===== config.mk =====
export PLATFORM = sky130hd
export DESIGN_NAME = timer_scheduler
export DESIGN_NICKNAME = d
export VERILOG_FILES = /design/src/rtl/timer_scheduler_pkg.sv /design/src/rtl/tick_prescaler.sv /design/src/rtl/timer_scheduler.sv
export SDC_FILE = /design/constraint.sdc
export NUM_CORES = 1
export LEC_CHECK = 0
export BUFFER_PORTS_ARGS = -buffer_cell sky130_fd_sc_hd__buf_4
export CAP_MARGIN = 20
export CORE_UTILIZATION = 30
export CTS_CLUSTER_DIAMETER = 30
export DETAILED_ROUTE_END_ITERATION = 10
export PLACE_DENSITY = 0.54
export SYNTH_ARGS = -nofsm -noshare
export SYNTH_HDL_FRONTEND = slang
export SYNTH_SLANG_ARGS = --single-unit

===== constraint.sdc =====
create_clock -name clk -period 5.1 [get_ports clk]
set_input_delay 0.255 -clock clk [delete_from_list [all_inputs] [get_ports clk]]
set_output_delay 0.255 -clock clk [all_outputs]
set_load 0.1 [all_outputs]

===== src/rtl/timer_scheduler_pkg.sv =====
// Shared definitions for the multi-channel timer scheduler: command opcodes
// and the per-channel state and mode encodings.
package timer_scheduler_pkg;

   // Command opcodes carried on cfg_op.
   localparam logic [1:0] OP_STOP      = 2'b00;
   localparam logic [1:0] OP_START_PER = 2'b01;
   localparam logic [1:0] OP_START_ONE = 2'b10;
   localparam logic [1:0] OP_SET_PER   = 2'b11;

   // A channel only counts base ticks while it is in RUN.
   typedef enum logic {
      IDLE = 1'b0,
      RUN  = 1'b1
   } ch_state_t;

   // A periodic channel reloads from its period on expiry; a one-shot channel
   // drops back to IDLE.
   typedef enum logic {
      MODE_PERIODIC = 1'b0,
      MODE_ONESHOT  = 1'b1
   } ch_mode_t;

endpackage : timer_scheduler_pkg


===== src/rtl/tick_prescaler.sv =====
// Free-running prescaler shared by all timer channels. Emits a registered
// single-cycle tick once every PRESCALE clock cycles (PRESCALE must be >= 2).
module tick_prescaler #(
   parameter int PRESCALE = 10
) (
   input  logic clk,
   input  logic rst,
   output logic tick
);

   localparam int            PW      = $clog2(PRESCALE);
   localparam logic [PW-1:0] PC_LAST = PW'(PRESCALE - 1);

   logic [PW-1:0] pc;

   // Count 0..PRESCALE-1; tick is high for the cycle after pc reaches the last value.
   // NOTE: sequential state uses non-blocking assignments so every flop samples
   // pre-edge values regardless of statement order.
   always_ff @(posedge clk or posedge rst) begin
      if (rst) begin
         pc   <= '0;
         tick <= 1'b0;
      end else begin
         tick <= (pc == PC_LAST);
         pc   <= (pc == PC_LAST) ? '0 : pc + PW'(1);
      end
   end

endmodule : tick_prescaler


===== src/rtl/timer_scheduler.sv =====
// Multi-channel timer scheduler. One shared prescaler produces base_tick;
// NCH countdown channels turn it into single-cycle expiry pulses, each
// configured through a valid/ready command port for periodic or one-shot use.
module timer_scheduler
   import timer_scheduler_pkg::*;
#(
   parameter int  CLK_HZ  = 100_000_000,
   parameter int  TICK_HZ = 1_000,
   parameter int  NCH     = 4,
   parameter int  CW      = 16,
   localparam int CHW     = (NCH > 1) ? $clog2(NCH) : 1
) (
   input  logic           clk,
   input  logic           rst,
   input  logic           cfg_valid,
   output logic           cfg_ready,
   input  logic [CHW-1:0] cfg_ch,
   input  logic [1:0]     cfg_op,
   input  logic [CW-1:0]  cfg_period,
   output logic           base_tick,
   output logic [NCH-1:0] ch_pulse,
   output logic [NCH-1:0] ch_busy
);

   localparam int PRESCALE = CLK_HZ / TICK_HZ;

   logic          cmd_accept;
   logic [CW-1:0] load_period;

   assign cmd_accept = cfg_valid && cfg_ready;

   // A zero period would underflow the countdown, so it is loaded as 1.
   assign load_period = (cfg_period == '0) ? CW'(1) : cfg_period;

   tick_prescaler #(
      .PRESCALE (PRESCALE)
   ) u_prescaler (
      .clk  (clk),
      .rst  (rst),
      .tick (base_tick)
   );

   // Ready comes up one cycle after reset and drops for one cycle after each accept.
   always_ff @(posedge clk or posedge rst) begin
      if (rst) begin
         cfg_ready <= 1'b0;
      end else begin
         cfg_ready <= !cmd_accept;
      end
   end

   for (genvar i = 0; i < NCH; i++) begin : g_ch

      ch_state_t     state_q, state_d;
      ch_mode_t      mode_q, mode_d;
      logic [CW-1:0] per_q, per_d;
      logic [CW-1:0] cnt_q, cnt_d;
      logic          pulse_q, pulse_d;
      logic          hit;

      // Selects of NCH or above match no channel and are dropped.
      assign hit = cmd_accept && (int'(cfg_ch) == i);

      // Next-state logic: an accepted command for this channel overrides a
      // coincident base_tick, so that tick is neither counted nor allowed to expire.
      // NOTE: every output of this block is given a default first, so no path
      // leaves a variable unassigned and no latch is inferred.
      always_comb begin
         state_d = state_q;
         mode_d  = mode_q;
         per_d   = per_q;
         cnt_d   = cnt_q;
         pulse_d = 1'b0;
         if (hit) begin
            case (cfg_op)
               OP_STOP: begin
                  state_d = IDLE;
               end
               OP_START_PER: begin
                  per_d   = load_period;
                  cnt_d   = load_period;
                  mode_d  = MODE_PERIODIC;
                  state_d = RUN;
               end
               OP_START_ONE: begin
                  per_d   = load_period;
                  cnt_d   = load_period;
                  mode_d  = MODE_ONESHOT;
                  state_d = RUN;
               end
               OP_SET_PER: begin
                  per_d = load_period;
               end
               default: begin
               end
            endcase
         end else if ((state_q == RUN) && base_tick) begin
            if (cnt_q == CW'(1)) begin
               pulse_d = 1'b1;
               if (mode_q == MODE_PERIODIC) begin
                  cnt_d = per_q;
               end else begin
                  state_d = IDLE;
               end
            end else begin
               cnt_d = cnt_q - CW'(1);
            end
         end
      end

      // Channel registers; the period and count reset to 1 so cnt never holds 0.
      always_ff @(posedge clk or posedge rst) begin
         if (rst) begin
            state_q <= IDLE;
            mode_q  <= MODE_PERIODIC;
            per_q   <= CW'(1);
            cnt_q   <= CW'(1);
            pulse_q <= 1'b0;
         end else begin
            state_q <= state_d;
            mode_q  <= mode_d;
            per_q   <= per_d;
            cnt_q   <= cnt_d;
            pulse_q <= pulse_d;
         end
      end

      assign ch_pulse[i] = pulse_q;
      assign ch_busy[i]  = (state_q == RUN);

   end : g_ch

endmodule : timer_scheduler


==> results by group, run 1 <==
Run status
  – Status: complete, no violations

Placement
  – Half-perimeter wire length after detailed placement: 16.12 mm
  – Final RePlAce weighted congestion: 0.8198
  – Area after DPL: ~9400 sq um
  – IO Port Bufs: 32

Drt
  – DR iter-0 viols: approximately 450
  – DRT antenna net count: 0
  – Via count: about 7200
  – Residual DRC count: 0
  – Final routed wirelength across all metal layers: between 20 and 30 mm
  – Met2 wirelength from detailed routing: approximately 12 mm
  – M1 WL: between 10 and 15 mm
  – Routed via count divided by cell count: between 5 and 6
  – First drt pass iteration count: 5
  – Avg WL per Cell: approximately 19 microns
  – Highest metal layer with signal wires: met4
  – DR WL met3: between 1 and 1.5 mm

Die
  – Die width: between 150 and 200 microns
  – Starting density of the core: between 30% and 40%
  – Site Rows: 62
  – Boundary pin count: 33
  – Die Footprint: ~30000 sq um
  – Height of the die: 174.6 microns
  – Core region area: between 20000 and 30000 sq um

Yosys
  – Dominant cell type by area after synthesis: dfrtp_1
  – Mean cell area of the mapped netlist: 9.544 sq um
  – Post-Synthesis Net Count: between 900 and 1000
  – Sequential-to-total area share from yosys stat: around 45%
  – Number of synthesized flops with an enable pin: 0
  – Top area cells in the synthesized netlist: dfrtp_1 42%, mux2_2 7.9%, nand2_1 3.7%
  – Async set-or-reset flop fraction in the synthesized netlist: between 90% and 100%
  – Number of warnings printed during yosys synthesis: 0
  – #FFs+latches synth: roughly 160
  – Top-area cell type share of the netlist area: a little over two fifths
  – Post-Synthesis Cells: 936
  – Prevailing post-synth register cell: dfrtp_1
  – Library cells used by synthesis: 69
  – Synth Cell Area: roughly 8900 sq um

Pwr
  – Leakage: between 0.004 and 0.005 uW
  – Clock network power share: a little under a third
  – Sw Share: about 34%
  – Overall power: approximately 4300 uW
  – Register share of total power: around 44%
  – Power density over cell area: ~430 nW/um^2
  – VDD IR max: around 0.24 mV
  – Sw power: 1471 uW
  – Relative contribution of combinational cells to total power: 26.4%
  – Internal Power: between 2000 and 3000 uW

STA
  – Final worst path period share: 57.54%
  – Clock period minus final worst setup slack: approximately 2900 ps
  – Slew of the pin with the lowest slew margin: 970.4 ps
  – Setup repair after global routing missed its margin: false
  – Number of hold-slack violations in the final timing report: 0
  – Fin Setup TNS: 0 ps
  – Achievable clock frequency: 0.3408 GHz
  – Final Max Tran Viols: 0
  – Rel. slew slack: a little over a third
  – Worst hold slack after final layout: 50.44 ps
  – Final-report setup violation count: 0
  – Post-route clock skew: roughly 13 ps

Clocking
  – Clock slew at reported path FFs: around 70 ps
  – CTS H-tree depth: 4
  – Number of buffers on the longest clock path: 2
  – CTS tree: yes
  – Clock root buffer: clkbuf_16
  – Cts bufs inserted: 17
  – Number of setup buffers added after CTS: 0
  – Sink count of the clock tree: 159
  – Post-cts repair resize count: 0
  – Hold buffer count at cts: 1
  – Skew-Pair Late Insertion Delay: approximately 430 ps

Final layout
  – Diodes inserted: 0
  – Synth-to-layout area growth: 12.66%
  – Share of final-layout standard cells stronger than drive strength 1: about 18%
  – Finished Cell Area: just over 10000 sq um
  – Utilization of the core after routing: a little over a third
  – Net count, final: between 900 and 1000

Critical path
  – Longest individual stage delay on the worst path: 850 ps
  – Worst Path Class, Setup: reg -> reg
  – CP max-delay cell: and4b_1
  – Category of the worst setup path launch point: flip-flop
  – Data required time at the worst endpoint: ~5400 ps
  – Worst endpoint data arrival time: 3230 ps
  – CP Cell Sequence: and4b_1, nand2_1, a22oi_1, buf_4, mux2i_1, o21ai_0
  – Maximum fanout count along the critical path: 24
  – Category of the worst setup path capture point: flip-flop

GRT
  – Via count of the first global-routing pass: approximately 7000
  – Pin count of the biggest net entering global routing: 79
  – Final global-route overflow total: 0
  – Wire length of the first global-routing pass: 41.03 mm
  – Number of antenna violations at the first check in global routing: 0
  – Overall track demand over capacity in global routing: between 15 and 20%

Hold path
  – Hold/Removal Path Class: in -> reg

Job
  – Number of maximum-capacitance violations: 0
## layer usage
layer	global-route usage (%)	vias up
met3	2.756	38
met4	5.761	0
met5	0	-
met1	23.52	3564
li1	-	3379
met2	27.56	173
## cell usage in the layout (no fill, tap or decap), types with 5 or more instances in the layout
cell	instances
xnor2_1	29
o211ai_1	21
a211o_1	12
nand3_1	34
mux2i_1	12
nor2_1	60
o31ai_1	10
nand4_1	11
inv_6	7
or4_1	9
a31oi_1	32
dfrtp_1	151
o221ai_1	11
a21oi_1	29
nor3_1	51
or2_2	6
o21ai_0	29
nor4_1	26
xor2_1	24
o22a_1	8
ha_1	11
clkbuf_16	17
mux2_2	63
dfstp_2	8
and4_1	5
or3_1	12
nand2_1	87
nor4b_1	6
nand2b_1	6
buf_4	47
inv_1	28
## power groups by stage
stage          sequential (uW)  clock [uW]  combinational [uW]
2_1_floorplan             1800           0                 953
3_3_place_gp              1890           0                1110
3_5_place_dp              1900           0                1140
4_1_cts                   1880        1340                1140
5_1_grt                   1940        1380                1280
6_report                  1880        1300                1140
## cell usage after synthesis, types with 8 or more instances
| master | count |
|---|---|
| a211o_1 | 12 |
| a21oi_1 | 29 |
| a31oi_1 | 32 |
| buf_1 | 11 |
| buf_4 | 8 |
| clkbuf_1 | 57 |
| dfrtp_1 | 151 |
| dfstp_2 | 8 |
| ha_1 | 11 |
| inv_1 | 29 |
| mux2_2 | 63 |
| mux2i_1 | 12 |
| nand2_1 | 87 |
| nand3_1 | 34 |
| nand4_1 | 11 |
| nor2_1 | 60 |
| nor3_1 | 51 |
| nor4_1 | 26 |
| o211ai_1 | 21 |
| o21ai_0 | 29 |
| o221ai_1 | 11 |
| o22a_1 | 8 |
| o31ai_1 | 11 |
| or3_1 | 12 |
| or4_1 | 9 |
| xnor2_1 | 29 |
| xor2_1 | 24 |
## final cells by class
| cell class | instances | area (sq um) |
|---|---|---|
| clock inverter | 13 | 151.4 |
| clock buffer | 19 | 432.9 |
| tap | 384 | 480.5 |
| fill | 2967 | 18950 |
| inverter | 29 | 113.9 |
| timing repair buffer | 49 | 390.4 |
| sequential | 159 | 3989 |
| multi-input combinational | 666 | 4507 |
## final timing paths
kind | end | depth (start not counted) | slack, ps | start
worst max-delay path | g_ch[2].cnt_q[3] | 6 | 2170 | cfg_ready
worst min-delay path | cfg_ready | 2 | 50 | cfg_valid
worst max register to register | g_ch[2].cnt_q[3] | 6 | 2170 | cfg_ready
worst min register to register | u_prescaler.pc[0] | 1 | 490 | u_prescaler.pc[0]
max in group asynchronous | g_ch[0].per_q[0] | 5 | 3720 | rst
min in group asynchronous | u_prescaler.pc[0] | 3 | 350 | rst
## cell families (layout without fill, tap and decap cells)
logic type | count (synthesis) | after routing | share of synthesized area [%]
AND/OR/NAND/NOR | 339 | 339 | 19.45
AO/OA/AOI/OAI | 188 | 188 | 14.65
flip-flops | 159 | 159 | 44.65
buffers and inverters | 111 | 110 | 5.224
multiplexers | 75 | 75 | 9.286
XOR/XNOR | 53 | 53 | 5.196
adder cells (fa/ha/maj) | 11 | 11 | 1.541
## through the flow
stage	setup WS, ps	instances
after CTS	2186	1318
after floorplan	566.7	936
final	2165	1319
after global placement	2290	1285
after detailed placement	2211	1285
after global routing	1925	1319
## critical path, delay by kind of cell, from the launching register on
family,cells,cell delay [ps]
AND/OR/NAND/NOR,2,1070
AO/OA/AOI/OAI,2,680
flip-flops,1,490
buffers and inverters,1,340
multiplexers,1,200
## flip-flops by register name, summed over array words and instances (netlist names)
signal            count
g_ch.pulse_q          4
g_ch.state_q          4
u_prescaler.tick      1
g_ch.per_q           64
cfg_ready             1
g_ch.mode_q           4
u_prescaler.pc       17
g_ch.cnt_q           64
Note: power is estimated with default switching activity, not from simulation.
==> inputs of run 2 (changes only) <==
--- a/config.mk
+++ b/config.mk
@@ -5,12 +5,13 @@
 export SDC_FILE = /design/constraint.sdc
 export NUM_CORES = 1
 export LEC_CHECK = 0
+export ABC_AREA = 1
 export BUFFER_PORTS_ARGS = -buffer_cell sky130_fd_sc_hd__buf_4
 export CAP_MARGIN = 20
 export CORE_UTILIZATION = 30
 export CTS_CLUSTER_DIAMETER = 30
 export DETAILED_ROUTE_END_ITERATION = 10
-export PLACE_DENSITY = 0.54
+export PLACE_DENSITY = 0.55
 export SYNTH_ARGS = -nofsm -noshare
 export SYNTH_HDL_FRONTEND = slang
 export SYNTH_SLANG_ARGS = --single-unit
==> constraint.sdc (replaced) <==
create_clock -name clk -period 2.45 [get_ports clk]
set_input_delay 0.1225 -clock clk [delete_from_list [all_inputs] [get_ports clk]]
set_output_delay 0.1225 -clock clk [all_outputs]
set_load 0.1 [all_outputs]
==> run 2 against run 1 <==
  * Design area rose by 13%
  * Clock skew down 2.8 ps
  * Global-route usage grew 1.1 points
  * Fmax is 52% higher
  * Non-clock buffer count grew 4
  * Synthesized cell count is 56% higher
==> results by group, run 2 <==
Placement
  – IO Port Bufs: 32 (unchanged)
  – Half-perimeter wire length after detailed placement: 21.69 mm (was 16.12 mm)
  – Final RePlAce weighted congestion: 0.9314 (was 0.8198)
  – Area after DPL: 10710 sq um (was 9443 sq um)

Yosys
  – Most common library cells after synthesis: 491 x nand2_1, 203 x nor2_1, 161 x nand3_1, 151 x dfrtp_1, 145 x inv_1 (was 151 x dfrtp_1, 87 x nand2_1, 63 x mux2_2, 60 x nor2_1, 57 x clkbuf_1)
  – Prevailing post-synth register cell: dfrtp_1 (unchanged)
  – Mean cell area of the mapped netlist: 6.899 sq um (was 9.544 sq um)
  – Post-Synthesis Cells: 1461 (was 936)
  – Dominant cell type by area after synthesis: dfrtp_1 (unchanged)
  – Top area cells in the synthesized netlist: dfrtp_1 37%, nand2_1 18%, nand3_1 8.0% (was dfrtp_1 42%, mux2_2 7.9%, nand2_1 3.7%)
  – Library cells used by synthesis: 41 (was 69)
  – Top-area cell type share of the netlist area: 37.49% (was 42.30%)
  – Most common cell in the netlist: nand2_1 (was dfrtp_1)
  – Async set-or-reset flop fraction in the synthesized netlist: 100.0% (unchanged)
  – #FFs+latches synth: 159 (unchanged)
  – Number of warnings printed during yosys synthesis: 0 (unchanged)
  – Sequential-to-total area share from yosys stat: 39.57% (was 44.65%)
  – Post-Synthesis Net Count: 1495 (was 970)
  – Synth Cell Area: 10080 sq um (was 8934 sq um)
  – Number of synthesized flops with an enable pin: 0 (unchanged)

GRT
  – Final global-route overflow total: 0 (unchanged)
  – Pin count of the biggest net entering global routing: 69 (was 79)
  – Overall track demand over capacity in global routing: 18.31% (was 17.19%)
  – Number of antenna violations at the first check in global routing: 0 (unchanged)
  – Via count of the first global-routing pass: 8877 (was 7185)
  – Wire length of the first global-routing pass: 48.38 mm (was 41.03 mm)

Critical path
  – Category of the worst setup path launch point: flip-flop (unchanged)
  – Data required time at the worst endpoint: 2820 ps (was 5390 ps)
  – Reg2Reg Setup Slack: 520 ps (was 2170 ps)
  – Launch point of the worst reg-to-reg path: cfg_ready (unchanged)
  – Worst endpoint data arrival time: 2300 ps (was 3230 ps)
  – Worst Path Class, Setup: reg -> reg (unchanged)
  – Capturing point of the worst reg2reg path: g_ch[2].cnt_q[4] (was g_ch[2].cnt_q[3])
  – Category of the worst setup path capture point: flip-flop (unchanged)
  – FF-to-FF path depth: 8 (was 6)
  – Maximum fanout count along the critical path: 30 (was 24)

Die
  – Core region area: 32780 sq um (was 29010 sq um)
  – Site Rows: 66 (was 62)
  – Die width: 185.3 microns (was 174.6 microns)
  – Starting density of the core: 30.75% (was 30.79%)
  – Boundary pin count: 33 (unchanged)
  – Height of the die: 185.3 microns (was 174.6 microns)
  – Die Footprint: 34340 sq um (was 30470 sq um)

Pwr
  – Leakage: 0.005756 uW (was 0.004016 uW)
  – VDD IR max: 0.5288 mV (was 0.2433 mV)
  – Power density over cell area: 942.4 nW/um^2 (was 429.3 nW/um^2)

STA
  – Fin Setup TNS: 0 ps (unchanged)
  – Final worst path period share: 78.77% (was 57.54%)
  – Post-route clock skew: 10.43 ps (was 13.20 ps)
  – Slew of the pin with the lowest slew margin: 516.8 ps (was 970.4 ps)
  – Setup repair after global routing missed its margin: false (unchanged)
  – Clock period minus final worst setup slack: 1930 ps (was 2935 ps)
  – Final-report setup violation count: 0 (unchanged)
  – Achievable clock frequency: 0.5182 GHz (was 0.3408 GHz)
  – Rel. slew slack: 65.50% (was 35.30%)
  – Final Max Tran Viols: 0 (unchanged)
  – Number of hold-slack violations in the final timing report: 0 (unchanged)

Job
  – Number of maximum-capacitance violations: 0 (unchanged)

Hold path
  – Worst hold path cell count: 3 (was 2)
  – Startpoint of the worst hold path: cfg_period[10] (was cfg_valid)
  – Hold path endpoint: g_ch[1].per_q[10] (was cfg_ready)
  – Hold/Removal Path Class: in -> reg (unchanged)

Drt
  – Avg WL per Cell: 15.35 microns (was 18.96 microns)
  – DR iter-0 viols: 761 (was 447)
  – Routed via count divided by cell count: 4.746 (was 5.424)
  – Final routed wirelength across all metal layers: 29.88 mm (was 25.00 mm)
  – First drt pass iteration count: 5 (unchanged)
  – DRT antenna net count: 0 (unchanged)
  – Via count: 9241 (was 7154)
  – Residual DRC count: 0 (unchanged)

Final layout
  – Most frequent standard cell in the layout excluding fill and tap cells: nand2_1 (was dfrtp_1)
  – Commonest non-fill, non-tap cells in the layout: 491 x nand2_1, 203 x nor2_1, 161 x nand3_1 (was 151 x dfrtp_1, 87 x nand2_1, 63 x mux2_2)
  – Finished Cell Area: 11410 sq um (was 10060 sq um)
  – Largest registers ranked by flip-flop count: g_ch.cnt_q (64), g_ch.per_q (64), u_prescaler.pc (17) (unchanged)
  – Net count, final: 1526 (was 956)
  – Diodes inserted: 0 (unchanged)
  – Synth-to-layout area growth: 13.23% (was 12.66%)
  – Share of final-layout standard cells stronger than drive strength 1: 11.96% (was 18.07%)

Clocking
  – CTS H-tree depth: 4 (unchanged)
  – Post-cts repair resize count: 0 (unchanged)
  – Clock slew at reported path FFs: 80 ps (was 70 ps)
  – Skew-Pair Late Insertion Delay: 440 ps (was 430 ps)
  – Clock root buffer: clkbuf_16 (unchanged)
  – Cts bufs inserted: 17 (unchanged)
  – Sink count of the clock tree: 159 (unchanged)
  – Number of buffers on the longest clock path: 2 (unchanged)
  – Number of setup buffers added after CTS: 0 (unchanged)
  – CTS tree: yes (unchanged)

Run status
  – Status: complete, no violations (unchanged)
run 2: changes by cell type after synthesis, moves of 31 or more:
cell      previous run  this run
a31oi_1             32         1
clkbuf_1            57         7
o21ai_0             29        71
nor3_1              51         3
mux2_2              63         0
nor2_1              60       203
nand2_1             87       491
nand3_1             34       161
inv_1               29       145
run 2: layout make-up:
cell class                      count  area, sq um
Clock buffer                       18        439.2
Inverter                          159        603.1
Multi-Input combinational cell   1102         5184
Tap cell                          442        553.0
Clock inverter                     14        192.7
Fill cell                        3519        21370
Sequential cell                   159         3989
Timing Repair Buffer               53        452.9
run 2: worst max-delay path, cell delays in order, from the launching register on:
cell and delay [ps]:
dfrtp_1 380, nand2_4 110, nor2_4 250, inv_2 270, nand2_1 190, nand3_4 270, inv_2 230, nand3_1 110
nand2_1 60
run 2: repair_timing:
action | in CTS | in global routing
endpoints found under the hold margin | 21 | 0
hold buffers | 7 | 0
setup endpoints to repair | 0 | 0
run 2: routing by layer:
layer	track usage (%)	vias to the layer above	share of wire [%]
li1	-	4645	-
met1	24.88	4312	48
met2	29.62	251	45
met3	3.598	33	5.9
met4	4.496	0	1.6
met5	0	-	0
run 2: cells by family (layout without fill, tap and decap cells):
| logic type | after synthesis | in the layout | synth area share [%] |
|---|---|---|---|
| and+or+nand+nor | 948 | 948 | 41.35 |
| adders and majority gates | 11 | 11 | 1.365 |
| xor gates and xnor gates | 23 | 23 | 1.998 |
| DFF | 159 | 159 | 39.57 |
| AOI/OAI and AO/OA | 120 | 120 | 6.716 |
| buffers and inverters | 200 | 244 | 9.000 |
run 2: metrics by stage:
step,power [uW],std cells,hold WS [ps],utilization (%),setup WS (ps)
after global routing,11600,1947,60.22,34.81,358.2
after global placement,7802,1908,179.6,32.67,561.3
after detailed placement,7831,1908,179.4,32.67,537.1
after floorplan,6878,1461,243.5,-,319.2
final,10760,1947,43.12,34.81,520.2
after CTS,10810,1947,28.60,34.81,499.2
run 2: report_power, final:
part / switching, uW / leakage (uW) / internal [uW]
registers: 694 / 0.00198 / 3310
logic: 2530 / 0.00347 / 1300
clock network: 1250 / 0.000309 / 1680
run 2: worst max-delay path by stage:
stage | start | endpoint | slack (ps) | cells after the start
5_1_grt | cfg_ready | g_ch[2].cnt_q[4] | 360 | 8
6_report | cfg_ready | g_ch[2].cnt_q[4] | 520 | 8
3_3_place_gp | cfg_ready | g_ch[2].cnt_q[4] | 560 | 8
4_1_cts | cfg_ready | g_ch[2].cnt_q[4] | 500 | 8
3_5_place_dp | cfg_ready | g_ch[2].cnt_q[4] | 540 | 8
2_1_floorplan | rst | cfg_ready | 320 | 1
